$ cat src/rtl/logic_gates_bank.sv
// ----------------------------------------------------------------------------
// logic_gates_bank
//   Bit-sliced bank of two-input logic gates with a registered result.
//   Bit i of y is gate(a[i], b[i]), where the gate is chosen by i mod 5:
//     0: AND   1: OR   2: NAND   3: NOR   4: XOR
//   The map repeats for WIDTH > 5 and is truncated for WIDTH < 5.
//   Bits are fully independent; X/Z on inputs propagate through the
//   operators unchanged.
//
// Ports
//   clk        in   1      system clock, rising-edge active
//   rst_n      in   1      asynchronous active-low reset
//   a          in   WIDTH  operand A
//   b          in   WIDTH  operand B
//   in_valid   in   1      a/b qualified this cycle
//   y          out  WIDTH  registered gate results (held when in_valid=0)
//   out_valid  out  1      y was captured on the previous rising edge
// ----------------------------------------------------------------------------
module logic_gates_bank #(
    parameter int WIDTH = 5
) (
    input  logic             clk,
    input  logic             rst_n,
    input  logic [WIDTH-1:0] a,
    input  logic [WIDTH-1:0] b,
    input  logic             in_valid,
    output logic [WIDTH-1:0] y,
    output logic             out_valid
);

    // Applies the repeating five-gate map across every bit position.
    function automatic logic [WIDTH-1:0] gate_map(
        input logic [WIDTH-1:0] op_a,
        input logic [WIDTH-1:0] op_b
    );
        logic [WIDTH-1:0] res;
        res = '0;
        for (int i = 0; i < WIDTH; i++) begin
            case (i % 32'sd5)
                32'sd0:  res[i] = op_a[i] & op_b[i];
                32'sd1:  res[i] = op_a[i] | op_b[i];
                32'sd2:  res[i] = ~(op_a[i] & op_b[i]);
                32'sd3:  res[i] = ~(op_a[i] | op_b[i]);
                32'sd4:  res[i] = op_a[i] ^ op_b[i];
                default: res[i] = 1'b0;
            endcase
        end
        return res;
    endfunction

    logic [WIDTH-1:0] gate_s;
    logic [WIDTH-1:0] y_r;
    logic             out_valid_r;

    // Combinational gate evaluation of the current operands.
    always_comb begin
        gate_s = gate_map(a, b);
    end

    // Result register: capture on valid, hold otherwise; valid flag follows
    // in_valid with one cycle of latency. Reset discards any in-flight sample.
    always_ff @(posedge clk or negedge rst_n) begin
        if (!rst_n) begin
            y_r         <= '0;
            out_valid_r <= 1'b0;
        end else begin
            out_valid_r <= in_valid;
            if (in_valid) begin
                y_r <= gate_s;
            end else begin
                y_r <= y_r;
            end
        end
    end

    assign y         = y_r;
    assign out_valid = out_valid_r;

endmodule

$ cat config.mk
export PLATFORM = sky130hd
export DESIGN_NAME = logic_gates_bank
export DESIGN_NICKNAME = d
export VERILOG_FILES = /design/src/rtl/logic_gates_bank.sv
export SDC_FILE = /design/constraint.sdc
export NUM_CORES = 1
export LEC_CHECK = 0
export BUFFER_PORTS_ARGS = -buffer_cell sky130_fd_sc_hd__buf_2
export CORE_AREA = 8 8 45 47
export DETAILED_ROUTE_END_ITERATION = 8
export DIE_AREA = 0 0 53 55
export GPL_ROUTABILITY_DRIVEN = 1
export HOLD_SLACK_MARGIN = 0.02
export PLACE_DENSITY = 0.51
export SLEW_MARGIN = 40
export SYNTH_ARGS = -nofsm -noshare
export SYNTH_HDL_FRONTEND = slang
export SYNTH_SLANG_ARGS = --single-unit
$ cat constraint.sdc
create_clock -name clk -period 1.2 [get_ports clk]
set_input_delay 0.12 -clock clk [delete_from_list [all_inputs] [get_ports clk]]
set_output_delay 0.12 -clock clk [all_outputs]
set_load 0.02 [all_outputs]
Word level (Yosys, flattened, before mapping)
Cells that the tools add are included.
Storage, ports and cells
  word-level logic and storage cells: 9
  register bits after elaboration: 6
  memories kept: 0
  memory bits (read-only): 0
  RAM bits: 0
  input port bits: 13
  bits in latches: 0
Operators by class
  equality and inequality tests: 0
  mux-type cells: 0
  $lt $le $gt $ge: 0
  bitwise logic cells: 7
  divide/modulo/power cells: 0
  $mul: 0
  add/sub/neg operators: 0
  shift-type cells: 0
  reduce and logical (&&, ||, !) cells: 0
Operator list (count)
  1-bit bitwise AND: 2
  1-bit NOT: 2
  1-bit bitwise OR: 2
  1-bit bitwise XOR: 1

Logic depth before layout (Yosys ltp)
Gate-level depths: netlist (run 1).
  depth in word-level cells: 2
  depth in mapped cells: 3

Worst setup path after synthesis (run 1)
OpenSTA, ideal clock, no wires.
  kind: reg2reg
  start point: reg, netlist name y[3]
  end point: reg y_r[3] (netlist: y[3])
  data required time: 1.075 ns
  cell stages (with the launch flop): 2
  period minus slack after synthesis: 0.835 ns
  data arrival time: 0.710 ns
  buffers on the path: 0
  slack: 0.365 ns
  setup time: 0.125 ns
  cells stage by stage: dfrtp_1 -> mux2_4
RTL lines
  to (signal assigned): line 69  | y_r <= gate_s;
  to (signal assigned): line 71  | y_r <= y_r;
  to (decl): line 52  | logic [WIDTH-1:0] y_r;

Final worst setup path (run 1)
  start point: reg y_r[1] (netlist: y[1])
  end point: out y[1]
RTL lines
  to (decl): line 27  | output logic [WIDTH-1:0] y,
No word-level cell between the ends.

==> results of run 1 <==
## report_power, final
group | internal (mW) | switching [mW]
sequential | 0.220 | 0.00771
clock | 0.113 | 0.0705
combinational | 0.0400 | 0.0501
total | 0.373 | 0.128
## layout by cell type, fill, tap and decap left out
| cell type | n |
|---|---|
| a21oi_1 | 2 |
| nand3_1 | 1 |
| xnor2_1 | 1 |
| inv_1 | 1 |
| mux2_4 | 1 |
| dlygate4sd3_1 | 1 |
| buf_2 | 18 |
| dfrtp_1 | 6 |
| nor2_1 | 5 |
| clkbuf_4 | 3 |
| o21ai_0 | 1 |
| a31oi_1 | 1 |
## path summary, 6_finish.rpt
check,slack (ns),start,endpoint
worst max register to register,0.45,y[3]$_DFFE_PN0P_,y[3]$_DFFE_PN0P_
worst min-delay path,0.06,a[2],y[2]$_DFFE_PN0P_
worst min register to register,0.51,y[3]$_DFFE_PN0P_,y[3]$_DFFE_PN0P_
worst max-delay path,0.30,y[1]$_DFFE_PN0P_,y[1]
min in group asynchronous,0.23,rst_n,y[2]$_DFFE_PN0P_
max in group asynchronous,0.82,rst_n,y[3]$_DFFE_PN0P_
## flip-flops by register name (all words and copies together), names as in the netlist
signal     count
y              5
out_valid      1
## logic make-up after synthesis
group / synth area share [%]
XOR/XNOR: 3.74
flip-flops: 64.2
multiplexers: 6.42
buffers and inverters: 6.42
AO/OA/AOI/OAI: 9.09
AND/OR/NAND/NOR: 10.2
## metal layers
layer	track usage, %	vias up	wire length [µm]
li1	-	107	-
met1	5.38	81	299
met2	5.66	19	194
met3	6.15	0	185
met4	0	0	0
met5	0	-	0
## per-stage QoR
stage	power, mW	instances	setup WS, ns
3_5_place_dp	0.320	53	0.450
5_1_grt	0.532	57	0.259
6_report	0.501	57	0.299
3_3_place_gp	0.319	53	0.461
2_1_floorplan	0.277	20	0.365
4_1_cts	0.513	57	0.282
## final cells by class
type	count	share of cell area, %
repair buffers	19	27.4
clock buffers	3	6.16
well taps	16	5.48
inverters	1	1.03
multi-input cells	12	18.8
flip-flops and latches	6	41.1
## timing repair
item / in CTS / in global routing
hold endpoints to repair: 6 / 0
hold buffers: 1 / 0
endpoints found under the setup margin: 0 / 0
==> metrics.txt, run 1 <==
status finished, final reports clean; Multi-input gate area 68.8 µm²; Final Cycle Share 75.1%; Post-DRT Antenna Nets 0; leading area contributor after synthesis dfrtp_1; CP Capture Type output pin; most frequent cell after synthesis dfrtp_1; mapped cell area 234 µm²; DRT iter0 DRCs 3; WL final 678 µm; ys async rst share 100%; share of cells above drive strength 1 53.7%; WHS Path Cells 2; Avg Synthesized Cell Area 11.7 µm²; # Post-CTS Setup Buffers 0; worst vdd ir 0.590 mV; CP Data Arrival Time 0.78 ns; critical path launch point type register; # clock sinks 6; final hold slack 0.0574 ns; # diodes 0; Area after DPL 333 µm²; Post-synth top flop dfrtp_1; Area Growth Syn to Fin 56.1%; TNS Setup 0 ns; Setup violations, final 0; Root Driver clkbuf_4; CTS max path bufs 2; vias 207; dominant cells by area after synthesis dfrtp_1 64%, nor2_1 8.0%, mux2_4 6.4%, buf_6 4.8%, a21oi_1 4.3%; leakage power 0.186 nW; RSZ-0062 raised after global routing no; synth cell count leaders 6 x dfrtp_1, 5 x nor2_1, 2 x a21oi_1; Post-Synthesis Cells 20; final cell utilization of the core 26.4%; grt total ovfl 0; CP Depth 1; largest net degree at the start of global routing 11; clk_skew 0 ns; critical path required time 1.08 ns; vias in the first global route 224; Syn Nets 33; total CTS buffers 3; final hold violation count 0; routed vias/inst 3.63; CTS resizes 0; Hold Path Class primary input to register; chip width 53 µm; die area 2920 µm²; slowest CP cell dfrtp_1; initial antenna violation count 0; Rel. slew slack 88.9%; Core Area 1380 µm²; Clock transition at path regs 0.05 ns; CP max FO 2; Final Max Tran Viols 0; FF-to-FF path depth 1; gpl congestion 0.709; total track usage 4.77%; DRC Markers 0; f_max 1110 MHz; initial standard-cell utilization of the core 16.9%; MaxCap Viol Count 0; WP buf/inv 1; minimum clock period 0.901 ns; CTS tree built; Synth top area share 64.2%; warnings from Yosys 0; CP max stage delay 0.38 ns; PortBufs 18; EDFF count, synth 0; synthesized flop and latch total 6; nets 56; # rows 14; Worst-Skew Late Latency 0.24 ns; Cell variety after synth 10; final instance area 365 µm²; crit-path cells buf_2; Die Ht 55 µm; layout filler cell count 144; Top delay family on crit path flip-flops; global-route wire length before repair 966 µm; 1st-pass router iterations 3; Crit Path Class register to output pin; # IOs 19; worst-margin pin slew 0.166 ns; WL/cell 11.9 µm; register area 150 µm²; sequential share of the synthesized area 64.2%; H-tree Lvls 1; pwr/cell area 1370 nW/µm²
(Power assumes the default switching activity.)
==> run 2, diff against run 1 <==
--- a/config.mk
+++ b/config.mk
@@ -11,7 +11,7 @@
 export DIE_AREA = 0 0 53 55
 export GPL_ROUTABILITY_DRIVEN = 1
 export HOLD_SLACK_MARGIN = 0.02
-export PLACE_DENSITY = 0.51
+export PLACE_DENSITY = 0.52
 export SLEW_MARGIN = 40
 export SYNTH_ARGS = -nofsm -noshare
 export SYNTH_HDL_FRONTEND = slang
==> constraint.sdc (replaced) <==
create_clock -name clk -period 0.8 [get_ports clk]
set_input_delay 0.08 -clock clk [delete_from_list [all_inputs] [get_ports clk]]
set_output_delay 0.08 -clock clk [all_outputs]
set_load 0.02 [all_outputs]
==> metrics.txt, run 2 (synthesis gave the netlist of run 1 again) <==
status complete, but fails checks (was finished, final reports clean); failing checks setup timing; CP max FO 2 (unchanged); share of cells above drive strength 1 54.5% (was 53.7%); vias in the first global route 252 (was 224); CP max stage delay 0.41 ns (was 0.38 ns); most common library cell in the layout ignoring fill and taps buf_2 (unchanged); CTS max path bufs 2 (unchanged); largest net degree at the start of global routing 8 (was 11); max FFs per register 5 (unchanged); # rows 14 (unchanged); CP Capture Type output pin (unchanged); Final Max Tran Viols 0 (unchanged); TNS Setup -0.246 ns (was 0 ns); worst vdd ir 0.667 mV (was 0.590 mV); initial antenna violation count 0 (unchanged); clk_skew 0 ns (unchanged); total power 0.820 mW (was 0.501 mW); Worst-Skew Late Latency 0.24 ns (about the same); H-tree Lvls 1 (unchanged); DRT iter0 DRCs 0 (was 3); WP buf/inv 1 (unchanged); die area 2920 µm² (unchanged); # clock sinks 6 (unchanged); final instance area 425 µm² (was 365 µm²); critical path launch point type register (unchanged); Area after DPL 342 µm² (was 333 µm²); pwr/cell area 1930 nW/µm² (was 1370 nW/µm²); Critical Path Source y[3]$_DFFE_PN0P_ (was y[1]$_DFFE_PN0P_); final hold violation count 0 (unchanged); leakage power 0.208 nW (was 0.186 nW); MaxCap Viol Count 0 (unchanged); Root Driver clkbuf_4 (unchanged); # IOs 19 (unchanged); slowest CP cell dfrtp_2 (was dfrtp_1); Die Ht 55 µm (unchanged); grt total ovfl 0 (unchanged); total track usage 5.60% (was 4.77%); Setup violations, final 6 (was 0); Rel. slew slack 90.5% (was 88.9%); gpl congestion 0.697 (was 0.709); chip width 53 µm (unchanged); initial standard-cell utilization of the core 16.9% (unchanged); Setup WS post-layout -0.0620 ns (was 0.299 ns); most frequent cells in the layout 12 x buf_2, 6 x buf_6, 5 x nor2_1, 5 x dfrtp_1, 3 x clkbuf_4 (was 18 x buf_2, 6 x dfrtp_1, 5 x nor2_1); global-route wire length before repair 1130 µm (was 966 µm); Post-DRT Antenna Nets 0 (unchanged); Core Area 1380 µm² (unchanged); WL/cell 11.4 µm (was 11.9 µm); Clock transition at path regs 0.05 ns (about the same); Top delay family on crit path flip-flops (unchanged); vias 226 (was 207); register area 151 µm² (was 150 µm²); WL final 686 µm (was 678 µm); hpwl dp 539 µm; total CTS buffers 3 (unchanged); pre-CTS WS 0.0397 ns (was 0.450 ns); DRC Markers 0 (unchanged); minimum clock period 0.862 ns; Final Cycle Share 108%; crit-path cells buf_6 (was buf_2); RSZ-0062 raised after global routing yes (was no); # diodes 0 (unchanged); f_max 1160 MHz; PortBufs 18 (unchanged); critical path required time 0.72 ns (was 1.08 ns); Area Growth Syn to Fin 81.8% (was 56.1%); Hold Path Origin a[2] (unchanged); CP Data Arrival Time 0.78 ns (about the same); CTS tree built (unchanged); 1st-pass router iterations 1 (was 3); Multi-input gate area 68.8 µm² (unchanged); routed vias/inst 3.77 (was 3.63); Crit Path Class register to output pin (unchanged); Reg-to-Reg Start y[3]$_DFFE_PN0P_ (unchanged); final hold slack 0.0307 ns (was 0.0574 ns); nets 58 (was 56); layout filler cell count 157 (was 144); worst-margin pin slew 0.140 ns (was 0.166 ns); Hold Path Class primary input to register (unchanged)
[run 2: changes by cell type in the layout (fill, tap and decap cells not counted)]
cell and delta:
buf_6 +6, clkbuf_1 +1, buf_2 -6, dlygate4sd3_1 +1, dfrtp_1 -1, dfrtp_2 +1, buf_4 +1
[run 2: where the power goes]
group	internal (mW)	switching [mW]
combinational	0.0955	0.0774
clock	0.189	0.109
sequential	0.331	0.0184
total	0.615	0.205
[run 2: per-stage QoR]
step	util (%)	cells
6_report	30.7	60
5_1_grt	30.7	60
4_1_cts	30.7	60
3_5_place_dp	24.7	54
3_3_place_gp	24.7	54
2_1_floorplan	-	20
[run 2: routing by layer]
| layer | track usage [%] | vias to the layer above | wire length [µm] |
|---|---|---|---|
| li1 | - | 114 | - |
| met3 | 4.81 | 0 | 133 |
| met1 | 6.32 | 93 | 340 |
| met2 | 6.05 | 19 | 213 |
| met4 | 5.17 | 0 | 0 |
| met5 | 0 | - | 0 |
[run 2: cell type report]
class / instances / area share (%)
flip-flops and latches: 6 / 35.6
well taps: 16 / 4.71
clock buffers: 4 / 6.18
repair buffers: 21 / 36.5
inverters: 1 / 0.882
multi-input cells: 12 / 16.2
[run 2: what timing repair did]
action / CTS / global route
endpoints found under the hold margin: 7 / 0
endpoints found under the setup margin: 6 / 6
cloned: 0 / 0
hold buffers: 2 / 0
gates resized for setup: 12 / 0
buffers inserted: 0 / 0
[run 2: path summary, 6_finish.rpt]
check | end | cells past startpoint | slack, ns
max reg2reg | y[3]$_DFFE_PN0P_ | 1 | 0.02
min | y[2]$_DFFE_PN0P_ | 2 | 0.03
max in group asynchronous | y[3]$_DFFE_PN0P_ | 2 | 0.44
min reg2reg | y[3]$_DFFE_PN0P_ | 1 | 0.53
min in group asynchronous | y[4]$_DFFE_PN0P_ | 2 | 0.20
max | y[3] | 1 | -0.06
